## config.mk

```make
export PLATFORM = sky130hd
export DESIGN_NAME = sd_cmd_sequencer_flat
export DESIGN_NICKNAME = d
export VERILOG_FILES = /design/src/rtl/sd_cmd_sequencer_if.sv /design/src/rtl/sd_cmd_sequencer.sv /design/src/flat_wrapper.sv
export SDC_FILE = /design/constraint.sdc
export NUM_CORES = 1
export LEC_CHECK = 0
export ABC_AREA = 0
export CORE_UTILIZATION = 42
export DETAILED_ROUTE_END_ITERATION = 10
export PLACE_DENSITY = 0.77
export SLEW_MARGIN = 40
export SYNTH_ARGS = -nofsm -noshare
export SYNTH_HDL_FRONTEND = slang
export SYNTH_SLANG_ARGS = --single-unit
```

## constraint.sdc

```tcl
create_clock -name control_clk_i -period 2.4 [get_ports control_clk_i]
set_clock_uncertainty 0.1 [all_clocks]
set_input_delay 0.24 -clock control_clk_i [delete_from_list [all_inputs] [get_ports control_clk_i]]
set_output_delay 0.24 -clock control_clk_i [all_outputs]
set_load 0.005 [all_outputs]
```

## src/rtl/sd_cmd_sequencer_if.sv

```systemverilog
`default_nettype none
// ============================================================================
//  Module      : sd_cmd_sequencer_if
//  Description : Request/status, SD CMD pad and CRC_7 engine signals of the
//                SD command sequencer, bundled with master/slave views.
//  Revision    : 1.0 - initial release
// ============================================================================
interface sd_cmd_sequencer_if;
    // Request side (boot FSM)
    logic        cmd_start_i;
    logic [5:0]  cmd_index_i;
    logic [31:0] cmd_arg_i;
    logic        resp_en_i;
    logic        busy_o;
    logic        done_o;
    logic        timeout_o;
    logic [47:0] resp_o;
    // SD pad side
    logic        bit_tick_i;
    logic        sd_cmd_i;
    logic        sd_cmd_o;
    logic        sd_cmd_oe_o;
    // CRC_7 engine side
    logic        crc_7_enable;
    logic [39:0] data_crc;
    logic [6:0]  crc_i;
    logic        flag_crc_done_i;

    // Environment view: drives requests, pad input and engine results
    modport master (
        output cmd_start_i, cmd_index_i, cmd_arg_i, resp_en_i,
        output bit_tick_i, sd_cmd_i, crc_i, flag_crc_done_i,
        input  busy_o, done_o, timeout_o, resp_o,
        input  sd_cmd_o, sd_cmd_oe_o, crc_7_enable, data_crc
    );

    // Sequencer view
    modport slave (
        input  cmd_start_i, cmd_index_i, cmd_arg_i, resp_en_i,
        input  bit_tick_i, sd_cmd_i, crc_i, flag_crc_done_i,
        output busy_o, done_o, timeout_o, resp_o,
        output sd_cmd_o, sd_cmd_oe_o, crc_7_enable, data_crc
    );
endinterface
`default_nettype wire

```

## src/rtl/sd_cmd_sequencer.sv

```systemverilog
`default_nettype none
// ============================================================================
//  Module      : sd_cmd_sequencer
//  Description : Builds one 48-bit SD command frame per request, sequences the
//                external CRC_7 engine, drives the frame MSB first on the CMD
//                line and optionally captures a 48-bit response.
//  Revision    : 1.0 - initial release
// ============================================================================
module sd_cmd_sequencer #(
    parameter int RESP_TIMEOUT = 64,
    parameter int CRC_TIMEOUT  = 63
) (
    input  logic              control_clk_i,
    input  logic              control_rst_i,
    sd_cmd_sequencer_if.slave bus
);
    localparam int                  c_CRC_W     = $clog2(CRC_TIMEOUT + 1);
    localparam int                  c_RESP_W    = $clog2(RESP_TIMEOUT + 1);
    localparam logic [c_CRC_W-1:0]  c_CRC_LAST  = c_CRC_W'(CRC_TIMEOUT - 1);
    localparam logic [c_RESP_W-1:0] c_RESP_LAST = c_RESP_W'(RESP_TIMEOUT - 1);
    localparam logic [5:0]          c_LAST_BIT  = 6'd47;

    typedef enum logic [2:0] {
        ST_IDLE      = 3'd0,
        ST_LOAD      = 3'd1,
        ST_CRC       = 3'd2,
        ST_SEND      = 3'd3,
        ST_WAIT_RESP = 3'd4,
        ST_RECV      = 3'd5,
        ST_DONE      = 3'd6
    } state_t;

    state_t                r_state,      w_state_nxt;
    logic [39:0]           r_data_crc,   w_data_crc_nxt;
    logic                  r_resp_en,    w_resp_en_nxt;
    logic                  r_timeout,    w_timeout_nxt;
    logic [47:0]           r_shift,      w_shift_nxt;
    logic [5:0]            r_bit_cnt,    w_bit_cnt_nxt;
    logic [c_CRC_W-1:0]    r_crc_cnt,    w_crc_cnt_nxt;
    logic [c_RESP_W-1:0]   r_wait_cnt,   w_wait_cnt_nxt;
    logic [47:0]           r_resp_shift, w_resp_shift_nxt;
    logic [47:0]           r_resp,       w_resp_nxt;

    // State and datapath registers; reset aborts any transfer and frees the line
    always_ff @(posedge control_clk_i) begin
        if (!control_rst_i) begin
            r_state      <= ST_IDLE;
            r_data_crc   <= '0;
            r_resp_en    <= 1'b0;
            r_timeout    <= 1'b0;
            r_shift      <= '0;
            r_bit_cnt    <= '0;
            r_crc_cnt    <= '0;
            r_wait_cnt   <= '0;
            r_resp_shift <= '0;
            r_resp       <= '0;
        end else begin
            r_state      <= w_state_nxt;
            r_data_crc   <= w_data_crc_nxt;
            r_resp_en    <= w_resp_en_nxt;
            r_timeout    <= w_timeout_nxt;
            r_shift      <= w_shift_nxt;
            r_bit_cnt    <= w_bit_cnt_nxt;
            r_crc_cnt    <= w_crc_cnt_nxt;
            r_wait_cnt   <= w_wait_cnt_nxt;
            r_resp_shift <= w_resp_shift_nxt;
            r_resp       <= w_resp_nxt;
        end
    end

    // Next-state, datapath updates and line/engine controls for each phase
    always_comb begin
        w_state_nxt      = r_state;
        w_data_crc_nxt   = r_data_crc;
        w_resp_en_nxt    = r_resp_en;
        w_timeout_nxt    = r_timeout;
        w_shift_nxt      = r_shift;
        w_bit_cnt_nxt    = r_bit_cnt;
        w_crc_cnt_nxt    = r_crc_cnt;
        w_wait_cnt_nxt   = r_wait_cnt;
        w_resp_shift_nxt = r_resp_shift;
        w_resp_nxt       = r_resp;
        bus.sd_cmd_o     = 1'b1;
        bus.sd_cmd_oe_o  = 1'b0;
        bus.crc_7_enable = 1'b0;

        case (r_state)
            ST_IDLE: begin
                if (bus.cmd_start_i) begin
                    w_data_crc_nxt = {2'b01, bus.cmd_index_i, bus.cmd_arg_i};
                    w_resp_en_nxt  = bus.resp_en_i;
                    w_timeout_nxt  = 1'b0;
                    w_state_nxt    = ST_LOAD;
                end
            end
            // Enable held low for one clock so the engine loads data_crc
            ST_LOAD: begin
                w_crc_cnt_nxt = '0;
                w_state_nxt   = ST_CRC;
            end
            ST_CRC: begin
                bus.crc_7_enable = 1'b1;
                if (bus.flag_crc_done_i) begin
                    w_shift_nxt   = {r_data_crc, bus.crc_i, 1'b1};
                    w_bit_cnt_nxt = '0;
                    w_state_nxt   = ST_SEND;
                end else if (r_crc_cnt == c_CRC_LAST) begin
                    w_timeout_nxt = 1'b1;
                    w_state_nxt   = ST_DONE;
                end else begin
                    w_crc_cnt_nxt = r_crc_cnt + 1'b1;
                end
            end
            ST_SEND: begin
                bus.sd_cmd_oe_o = 1'b1;
                bus.sd_cmd_o    = r_shift[47];
                if (bus.bit_tick_i) begin
                    w_shift_nxt = {r_shift[46:0], 1'b0};
                    if (r_bit_cnt == c_LAST_BIT) begin
                        w_bit_cnt_nxt  = '0;
                        w_wait_cnt_nxt = '0;
                        w_state_nxt    = r_resp_en ? ST_WAIT_RESP : ST_DONE;
                    end else begin
                        w_bit_cnt_nxt = r_bit_cnt + 1'b1;
                    end
                end
            end
            // A low sample is the response start bit, which counts as bit one
            ST_WAIT_RESP: begin
                if (bus.bit_tick_i) begin
                    if (!bus.sd_cmd_i) begin
                        w_resp_shift_nxt = '0;
                        w_bit_cnt_nxt    = 6'd1;
                        w_state_nxt      = ST_RECV;
                    end else if (r_wait_cnt == c_RESP_LAST) begin
                        w_timeout_nxt = 1'b1;
                        w_state_nxt   = ST_DONE;
                    end else begin
                        w_wait_cnt_nxt = r_wait_cnt + 1'b1;
                    end
                end
            end
            ST_RECV: begin
                if (bus.bit_tick_i) begin
                    w_resp_shift_nxt = {r_resp_shift[46:0], bus.sd_cmd_i};
                    if (r_bit_cnt == c_LAST_BIT) begin
                        w_resp_nxt  = {r_resp_shift[46:0], bus.sd_cmd_i};
                        w_state_nxt = ST_DONE;
                    end else begin
                        w_bit_cnt_nxt = r_bit_cnt + 1'b1;
                    end
                end
            end
            ST_DONE: begin
                w_state_nxt = ST_IDLE;
            end
            default: begin
                w_state_nxt = ST_IDLE;
            end
        endcase
    end

    assign bus.busy_o    = (r_state != ST_IDLE);
    assign bus.done_o    = (r_state == ST_DONE);
    assign bus.timeout_o = r_timeout;
    assign bus.resp_o    = r_resp;
    assign bus.data_crc  = r_data_crc;
endmodule
`default_nettype wire

```

## src/flat_wrapper.sv

```systemverilog
// flat-port wrapper written by rule: the top's interface ports become plain ports
module sd_cmd_sequencer_flat 
#(
    parameter int RESP_TIMEOUT = 64,
    parameter int CRC_TIMEOUT  = 63
)
  (control_clk_i, control_rst_i, bus_cmd_start_i, bus_cmd_index_i, bus_cmd_arg_i, bus_resp_en_i, bus_bit_tick_i, bus_sd_cmd_i, bus_crc_i, bus_flag_crc_done_i, bus_busy_o, bus_done_o, bus_timeout_o, bus_resp_o, bus_sd_cmd_o, bus_sd_cmd_oe_o, bus_crc_7_enable, bus_data_crc);
  sd_cmd_sequencer_if bus_i ();
  input  logic control_clk_i;
  input  logic control_rst_i;
  input wire logic [$bits(bus_i.cmd_start_i)-1:0] bus_cmd_start_i;
  input wire logic [$bits(bus_i.cmd_index_i)-1:0] bus_cmd_index_i;
  input wire logic [$bits(bus_i.cmd_arg_i)-1:0] bus_cmd_arg_i;
  input wire logic [$bits(bus_i.resp_en_i)-1:0] bus_resp_en_i;
  input wire logic [$bits(bus_i.bit_tick_i)-1:0] bus_bit_tick_i;
  input wire logic [$bits(bus_i.sd_cmd_i)-1:0] bus_sd_cmd_i;
  input wire logic [$bits(bus_i.crc_i)-1:0] bus_crc_i;
  input wire logic [$bits(bus_i.flag_crc_done_i)-1:0] bus_flag_crc_done_i;
  output wire logic [$bits(bus_i.busy_o)-1:0] bus_busy_o;
  output wire logic [$bits(bus_i.done_o)-1:0] bus_done_o;
  output wire logic [$bits(bus_i.timeout_o)-1:0] bus_timeout_o;
  output wire logic [$bits(bus_i.resp_o)-1:0] bus_resp_o;
  output wire logic [$bits(bus_i.sd_cmd_o)-1:0] bus_sd_cmd_o;
  output wire logic [$bits(bus_i.sd_cmd_oe_o)-1:0] bus_sd_cmd_oe_o;
  output wire logic [$bits(bus_i.crc_7_enable)-1:0] bus_crc_7_enable;
  output wire logic [$bits(bus_i.data_crc)-1:0] bus_data_crc;
  assign bus_i.cmd_start_i = bus_cmd_start_i;
  assign bus_i.cmd_index_i = bus_cmd_index_i;
  assign bus_i.cmd_arg_i = bus_cmd_arg_i;
  assign bus_i.resp_en_i = bus_resp_en_i;
  assign bus_i.bit_tick_i = bus_bit_tick_i;
  assign bus_i.sd_cmd_i = bus_sd_cmd_i;
  assign bus_i.crc_i = bus_crc_i;
  assign bus_i.flag_crc_done_i = bus_flag_crc_done_i;
  assign bus_busy_o = bus_i.busy_o;
  assign bus_done_o = bus_i.done_o;
  assign bus_timeout_o = bus_i.timeout_o;
  assign bus_resp_o = bus_i.resp_o;
  assign bus_sd_cmd_o = bus_i.sd_cmd_o;
  assign bus_sd_cmd_oe_o = bus_i.sd_cmd_oe_o;
  assign bus_crc_7_enable = bus_i.crc_7_enable;
  assign bus_data_crc = bus_i.data_crc;
  sd_cmd_sequencer #(.RESP_TIMEOUT(RESP_TIMEOUT), .CRC_TIMEOUT(CRC_TIMEOUT)) u_core (.control_clk_i(control_clk_i), .control_rst_i(control_rst_i), .bus(bus_i));
endmodule
```

# Yosys cells after proc, flatten, opt, wreduce, memory -nomap -nowiden
# Cells that the tools add are included.
# classes
reduce_logical	17
addsub	3
eq_ne	26
n_mux	46
# op_table
operator	n
$mux W47	3
$mux W48	2
$pmux W48 S2	1
$pmux W47 S2	1
$mux W6	9
$mux W7	5
$mux W3	10
$pmux W6 S4	1
$ne A2 B2 Y1 const B	11
$pmux W3 S6	1
$pmux W7 S2	1
$reduce_and A7 Y1	2
$add A6 B1 Y6 const B	2
$eq A6 B6 Y1 const B	2
$pmux W6 S2	1
$eq A3 B3 Y1 const B	3
$mux W1	9
$reduce_and A3 Y1	3
$ne A2 B1 Y1 const B	4
$reduce_and A8 Y1	1
$reduce_bool A2 Y1	4
$add A7 B1 Y7 const B	1
$eq A7 B6 Y1 const B	1
$eq A3 B2 Y1 const B	2
other kinds (10)	12
# word_totals
regBits	206
wordCells	102
out_inout_bits	94
in_bits	52

# Longest topological paths before layout
# Gate-level depths: netlist (run 1).
# logic_depth
ltp_word	5
ltp_mapped	8
depth_no_buf	7

# Worst setup path before layout (run 1)
# No wires, ideal clock.
# synth_path
path_type	register to register
from	register u_core.r_bit_cnt[0]
to	register u_core.r_bit_cnt[5]
period_less_slack_ps	1816
stages_incl_launch_ff	7
setup_slack_ps	584
arrival_ps	1586
setup_ps	130
required_ps	2170
path_cell_list	dfxtp_1 -> ha_1 -> nand4b_4 -> or2_4 -> o32ai_4 -> nand2b_1 -> o32ai_1
# synth_via
elab_chain_cells	4
word_cells_on_any_way	9
cone_classes	add/sub (1); eq/ne (2); mux (5); reduce/logical (1)
# synth_rtl
item	line_no	rtl
start: declaration	sd_cmd_sequencer.sv:38	logic [5:0] r_bit_cnt, w_bit_cnt_nxt;
start signal: assignment	sd_cmd_sequencer.sv:63	r_bit_cnt <= w_bit_cnt_nxt;
$add A6 B1 Y6 / $eq A6 B6 Y1 (equally long branches)	-	
$mux W6 (on tied branches)	sd_cmd_sequencer.sv:146, sd_cmd_sequencer.sv:119	
$mux W6 (on tied branches)	sd_cmd_sequencer.sv:144, sd_cmd_sequencer.sv:117	
$pmux W6 S4	sd_cmd_sequencer.sv:87	case (r_state)
# Several ways; a longest one is shown, not always the timed one. The select of a mux whose other input is x is not followed.
# A chain may end at the register's enable or synchronous reset.

# Worst setup path in the final report (run 1)
# layout_path
from	register u_core.r_state[1]
to	output bus_busy_o
# layout_via
elab_chain_cells	1
# layout_rtl
item	line_no	rtl
start: declaration	sd_cmd_sequencer.sv:33	state_t r_state, w_state_nxt;
start signal: assignment	sd_cmd_sequencer.sv:58	r_state <= w_state_nxt;
$reduce_bool A3 Y1	sd_cmd_sequencer.sv:163	assign bus.busy_o = (r_state != ST_IDLE);
end: declaration	flat_wrapper.sv:19	output wire logic [$bits(bus_i.busy_o)-1:0] bus_busy_o;
# Every way passes these cells.

==> qor.csv, run 1 <==
metric;value;unit
Root Buffer;clkbuf_16;
GP Congestion;0.790;
critical path class;reg2out;
routed vias;7392;
crit path cell chain;buf_4, nor3_1, inv_1, clkdlybuf4s50_1;
overall routing resource usage;18.5;%
most frequent cells in the layout;324 x nand2_1, 203 x dfxtp_1, 149 x a21oi_1;
post-CTS setup buffer count;0;
Die Height;143;µm
Inserted Diodes;0;
CP Launch Point;u_core.r_state[1]$_SDFFE_PN0P_;
critical path data required time;2060;ps
P_sw;2.83;mW
Top delay family on crit path;buffers and inverters;
wire per inst;13.4;µm
initial drt markers;618;
EDFF count, synth;0;
reg-to-reg slack, setup;320;ps
CTS tree;done;
max_slew headroom;59.7;%
capture point of the critical path;bus_busy_o;
nets@finish;1204;
antenna violations before repair;0;
Worst path depth;4;
asr flop ratio synth;0;%
Max VDD drop;0.773;mV
synth top area cells;dfxtp_1 50%, nand2_1 15%, a21oi_1 9.0%, a311oi_1 5.0%, nand3_1 3.9%;
synthesized area per cell;7.97;µm²
worst slew pin tran;604;ps
Post-DP Area;0.00989;mm²
max-slew violations;0;
Main synth FF type;dfxtp_1;
final worst slack;123;ps
number of remaining DRC errors;0;
Row Count;51;
Synth Cell Area;0.00830;mm²
PortBufs;144;
max cap viols;0;
critical-path maximum fanout;12;
Pre-antenna DRT Iters;7;
vias per cell;5.18;
ratio of final minimum period to clock period;94.9;%
Crit path largest cell delay;470;ps
Post-Syn Nets;1097;
commonest non-fill, non-tap cell in the layout;nand2_1;
final setup TNS;0;ps
synthesized flop and latch total;206;
min Tclk post-route;2280;ps
Layout area overhead;28.3;%
final total power;9.77;mW
Critical R2R Capture;u_core.r_bit_cnt[5]$_SDFFE_PN0P_;
part of the power in combinational logic;22.2;%
DIE AREA;0.0203;mm²
Clk pwr share;35.5;%
Syn. warnings;0;
endpoint class of the critical path;output port;
vias in the first global route;6629;
Crit-path slowest cell;clkdlybuf4s50_1;
register area share after synthesis;49.7;%
Power Internal;6.94;mW
Reg clk slew, reported paths;60;ps
Place WS;196;ps
Clock Path Buffers;3;
WP data arrival;1940;ps
Switching Share;29.0;%
Skew-Pair Late Insertion Delay;490;ps
core area;0.0194;mm²
Seq pwr share;42.3;%
outcome;complete, no violations;
CTS buffer count;22;
endpoints failing setup;0;
Die W;143;µm
largest area contributor in the netlist;dfxtp_1;
H-tree levels;1;
CTS sink count;206;
first-pass GRT wire length;31500;µm
GRT overflow;0;
Pleak;3.53;nW
Bufs and invs on worst path;3;
Startpoint Class;flop;
unrepaired setup endpoints after global routing;false;
worst reg2reg path depth;6;
post-route cell area;0.0106;mm²
total power density per cell area;919;mW/mm²
I/O Pins;146;
ratio of cells with drive above 1 in the final layout;6.98;%
Starting Density;42.8;%
antenna viol nets, final;0;
Reg2Reg Launch Point;u_core.r_bit_cnt[0]$_SDFFE_PN0P_;
pin count of the biggest net entering global routing;63;
Fmax;439;MHz
share of the synthesized area in the top cell type;49.7;%
Routed Wire Length;19100;µm
Mapped Cells;1041;
Distinct cells, synth;59;
Final Hold Viols;0;
worst hold-check path type;in2reg;
CTS Hold Bufs;0;
half-perimeter wire length after placement;12400;µm
Layout Utilization;54.9;%
==> power groups by stage <==
stage | clock network, mW | registers (mW) | logic (mW)
floorplan | 0 | 4.09 | 1.48
global placement | 0 | 4.18 | 2.13
detailed placement | 0 | 4.19 | 2.18
CTS | 3.54 | 4.12 | 2.18
global route | 3.68 | 4.18 | 2.42
finish | 3.47 | 4.14 | 2.17
==> cells by family after synthesis <==
| family | count (synthesis) | share of synthesized area (%) |
|---|---|---|
| AOI/OAI and AO/OA | 238 | 18.3 |
| other | 1 | 0.0452 |
| adders and majority gates | 4 | 0.603 |
| DFF | 206 | 49.7 |
| muxes | 3 | 0.362 |
| buffers and inverters | 95 | 5.60 |
| xor gates and xnor gates | 4 | 0.422 |
| and+or+nand+nor | 490 | 25.0 |
==> flip-flops by register name (all words and copies together), names as in the netlist <==
| signal | count |
|---|---|
| u_core.bus.resp_o | 48 |
| u_core.bus.data_crc | 39 |
| u_core.r_resp_shift | 47 |
| u_core.r_wait_cnt | 7 |
| u_core.r_crc_cnt | 6 |
| u_core.r_shift | 48 |
| u_core.r_state | 3 |
| u_core.r_resp_en | 1 |
| u_core.r_bit_cnt | 6 |
| u_core.bus.timeout_o | 1 |
==> worst min-delay path, delay by kind of cell <==
family | cells | cell delay, ps
AO/OA/AOI/OAI | 1 | 50
AND/OR/NAND/NOR | 1 | 50
buffers and inverters | 1 | 390
==> cells in the mapped netlist, drive strengths merged, types with 4 or more instances <==
cell,n
nand4,4
a211oi,5
buf,47
nand2,324
inv,10
dfxtp,206
clkbuf,38
nor3,4
nand3,65
xnor2,4
and3,5
a21oi,151
ha,4
a311oi,47
nor2,62
nand2b,6
o21ai,15
==> stage by stage <==
step / hold WS, ps / std cells
floorplan: 276 / 1041
finish: 194 / 1426
global placement: 322 / 1389
global route: 187 / 1426
CTS: 180 / 1426
detailed placement: 333 / 1389
==> per-layer routing <==
metal	share of wire, %	global-route usage, %	wire length [µm]	vias to the layer above
li1	-	-	-	3752
met1	45	24.5	8680	3428
met2	48	30.9	9120	178
met3	4.7	2.96	903	34
met4	2.2	5.66	425	0
met5	0	0	0	-
==> cell type report <==
cell class              count  area [µm²]
clock buffers              32         639
clock inverters             5         103
fillers                  1817        8760
inverters                  10        42.5
multi-input cells         740        3730
flip-flops and latches    206        4130
well taps                 265         332
repair buffers            168        1660
==> repair_timing <==
item	CTS	global route
setup endpoints to repair	4	1
gates cloned	0	0
gates resized for setup	3	2
==> how the worst min path moves through the flow <==
stage                                       from                             endpoint  cells after the start
2_1_floorplan                      bus_resp_en_i        u_core.r_resp_en$_SDFFE_PN0P_                      2
3_3_place_gp   u_core.r_wait_cnt[6]$_SDFFE_PN0P_    u_core.r_wait_cnt[6]$_SDFFE_PN0P_                      2
5_1_grt                         bus_cmd_arg_i[8]  u_core.bus.data_crc[8]$_SDFFE_PN0P_                      3
4_1_cts                         bus_cmd_arg_i[4]  u_core.bus.data_crc[4]$_SDFFE_PN0P_                      3
6_report                        bus_cmd_arg_i[4]  u_core.bus.data_crc[4]$_SDFFE_PN0P_                      3
3_5_place_dp   u_core.r_wait_cnt[6]$_SDFFE_PN0P_    u_core.r_wait_cnt[6]$_SDFFE_PN0P_                      2
Power figures use the tool's default switching activity.
==> run 2: changes to the inputs <==
==> constraint.sdc (replaced) <==
create_clock -name control_clk_i -period 2.28 [get_ports control_clk_i]
set_clock_uncertainty 0.1 [all_clocks]
set_input_delay 0.228 -clock control_clk_i [delete_from_list [all_inputs] [get_ports control_clk_i]]
set_output_delay 0.228 -clock control_clk_i [all_outputs]
set_load 0.005 [all_outputs]
==> qor.csv, run 2 (synthesized netlist as in run 1, its figures left out) <==
metric;value;unit;change
outcome;complete, no violations;;
half-perimeter wire length after placement;12400;µm;+0.23%
vias per cell;5.21;;+0.49%
WP data arrival;1890;ps;-50 ps
Routed Wire Length;19200;µm;+0.62%
H-tree levels;1;;unchanged
most frequent cells in the layout;324 x nand2_1, 205 x dfxtp_1, 149 x a21oi_1;;
endpoint class of the critical path;output port;;
antenna viol nets, final;0;;unchanged
total power density per cell area;949;mW/mm²;+3.3%
routed vias;7454;;+0.84%
critical-path maximum fanout;6;;-6
Reg2Reg Launch Point;u_core.r_bit_cnt[0]$_SDFFE_PN0P_;;
pin count of the biggest net entering global routing;96;;+52%
CP Launch Point;u_core.r_state[0]$_SDFFE_PN0P_;;
Inserted Diodes;0;;unchanged
Pre-antenna DRT Iters;5;;-2
I/O Pins;146;;unchanged
commonest non-fill, non-tap cell in the layout;nand2_1;;
final total power;10.1;mW;+3.8%
worst hold start;bus_cmd_index_i[1];;
GRT busiest layer;met2;;
Clock Path Buffers;3;;unchanged
PortBufs;144;;unchanged
DIE AREA;0.0203;mm²;unchanged
number of remaining DRC errors;0;;unchanged
worst hold-check path type;in2reg;;
ratio of cells with drive above 1 in the final layout;7.12;%;+0.14 points
met2 Use GR;31.5;%;+0.62 points
Startpoint Class;flop;;
nets@finish;1206;;+0.17%
Reg clk slew, reported paths;60;ps;about the same
Root Buffer;clkbuf_16;;
Starting Density;42.8;%;unchanged
critical path data required time;1950;ps;-110 ps
max-slew violations;0;;unchanged
ratio of final minimum period to clock period;97.2;%;
CTS tree;done;;
antenna violations before repair;0;;unchanged
critical path class;reg2out;;
overall routing resource usage;18.7;%;+0.18 points
core area;0.0194;mm²;unchanged
GP Congestion;0.847;;+7.3%
met1 Use GR;24.2;%;-0.26 points
min Tclk post-route;2220;ps;
max cap viols;0;;unchanged
Layout Utilization;55.1;%;+0.23 points
Die Height;143;µm;unchanged
Fmax;451;MHz;
CTS buffer count;23;;+4.5%
Die W;143;µm;unchanged
Pleak;3.55;nW;+0.39%
GRT overflow;0;;unchanged
first-pass GRT wire length;31600;µm;+0.20%
Place WS;199;ps;+3.22 ps
Layout area overhead;28.8;%;
initial drt markers;462;;-25%
CTS sink count;206;;unchanged
Skew-Pair Late Insertion Delay;510;ps;+20 ps
final worst slack;63.8;ps;-59.7 ps
vias in the first global route;6700;;+1.1%
Fillers;1857;;+2.2%
wire per inst;13.5;µm;+0.27%
Global Route met3 Usage;3.06;%;+0.10 points
Final Hold Viols;0;;unchanged
endpoints failing setup;0;;unchanged
Max VDD drop;0.550;mV;-29%
Row Count;51;;unchanged
==> run 2: area by class of cell <==
| class | instances | area, µm² | area share (%) |
|---|---|---|---|
| flip-flops and latches | 206 | 4130 | 38.6 |
| multi-input cells | 740 | 3750 | 35.1 |
| repair buffers | 169 | 1730 | 16.2 |
| clock buffers | 35 | 661 | 6.18 |
| well taps | 265 | 332 | 3.10 |
| inverters | 10 | 45.0 | 0.422 |
| clock inverters | 6 | 37.5 | 0.351 |
==> run 2: worst paths after layout <==
kind / endpoint / slack, ps / cells past startpoint
max: bus_sd_cmd_o / 60 / 3
min: u_core.bus.data_crc[33]$_SDFFE_PN0P_ / 170 / 3
max reg2reg: u_core.bus.resp_o[16]$_SDFFE_PN0P_ / 250 / 7
min reg2reg: u_core.r_wait_cnt[6]$_SDFFE_PN0P_ / 350 / 2
==> run 2: critical path, stage by stage (launching register included) <==
cell and delay, ps:
dfxtp_2 390, nand3b_1 220, or2_4 310, clkdlybuf4s50_1 450
==> run 2: where the power goes <==
group          switching, mW  total (mW)  internal (mW)
clock network           1.41        3.41           2.00
logic                   1.36        2.44           1.07
registers              0.275        4.30           4.02
==> run 2: what timing repair did <==
item                       in CTS  in global routing
hold buffers                    0                  0
buffers inserted                0                  1
resized for setup               2                  5
pin swaps                       0                  1
setup endpoints to repair       3                  4
==> run 2: stage by stage <==
step,hold WS [ps],TNS [ps],area [µm²],instances
final,169,0,10700,1431
after global routing,177,-7.84,10700,1431
after CTS,155,0,10700,1430
after detailed placement,330,0,9950,1389
after global placement,330,0,9950,1389
after floorplan,264,0,8300,1041
==> run 2: layer usage <==
metal	part of all wire, %	vias up	wire length, µm
met5	0	-	0
met3	4.8	39	922
li1	-	3764	-
met2	48	174	9280
met4	2.4	0	466
met1	45	3477	8570
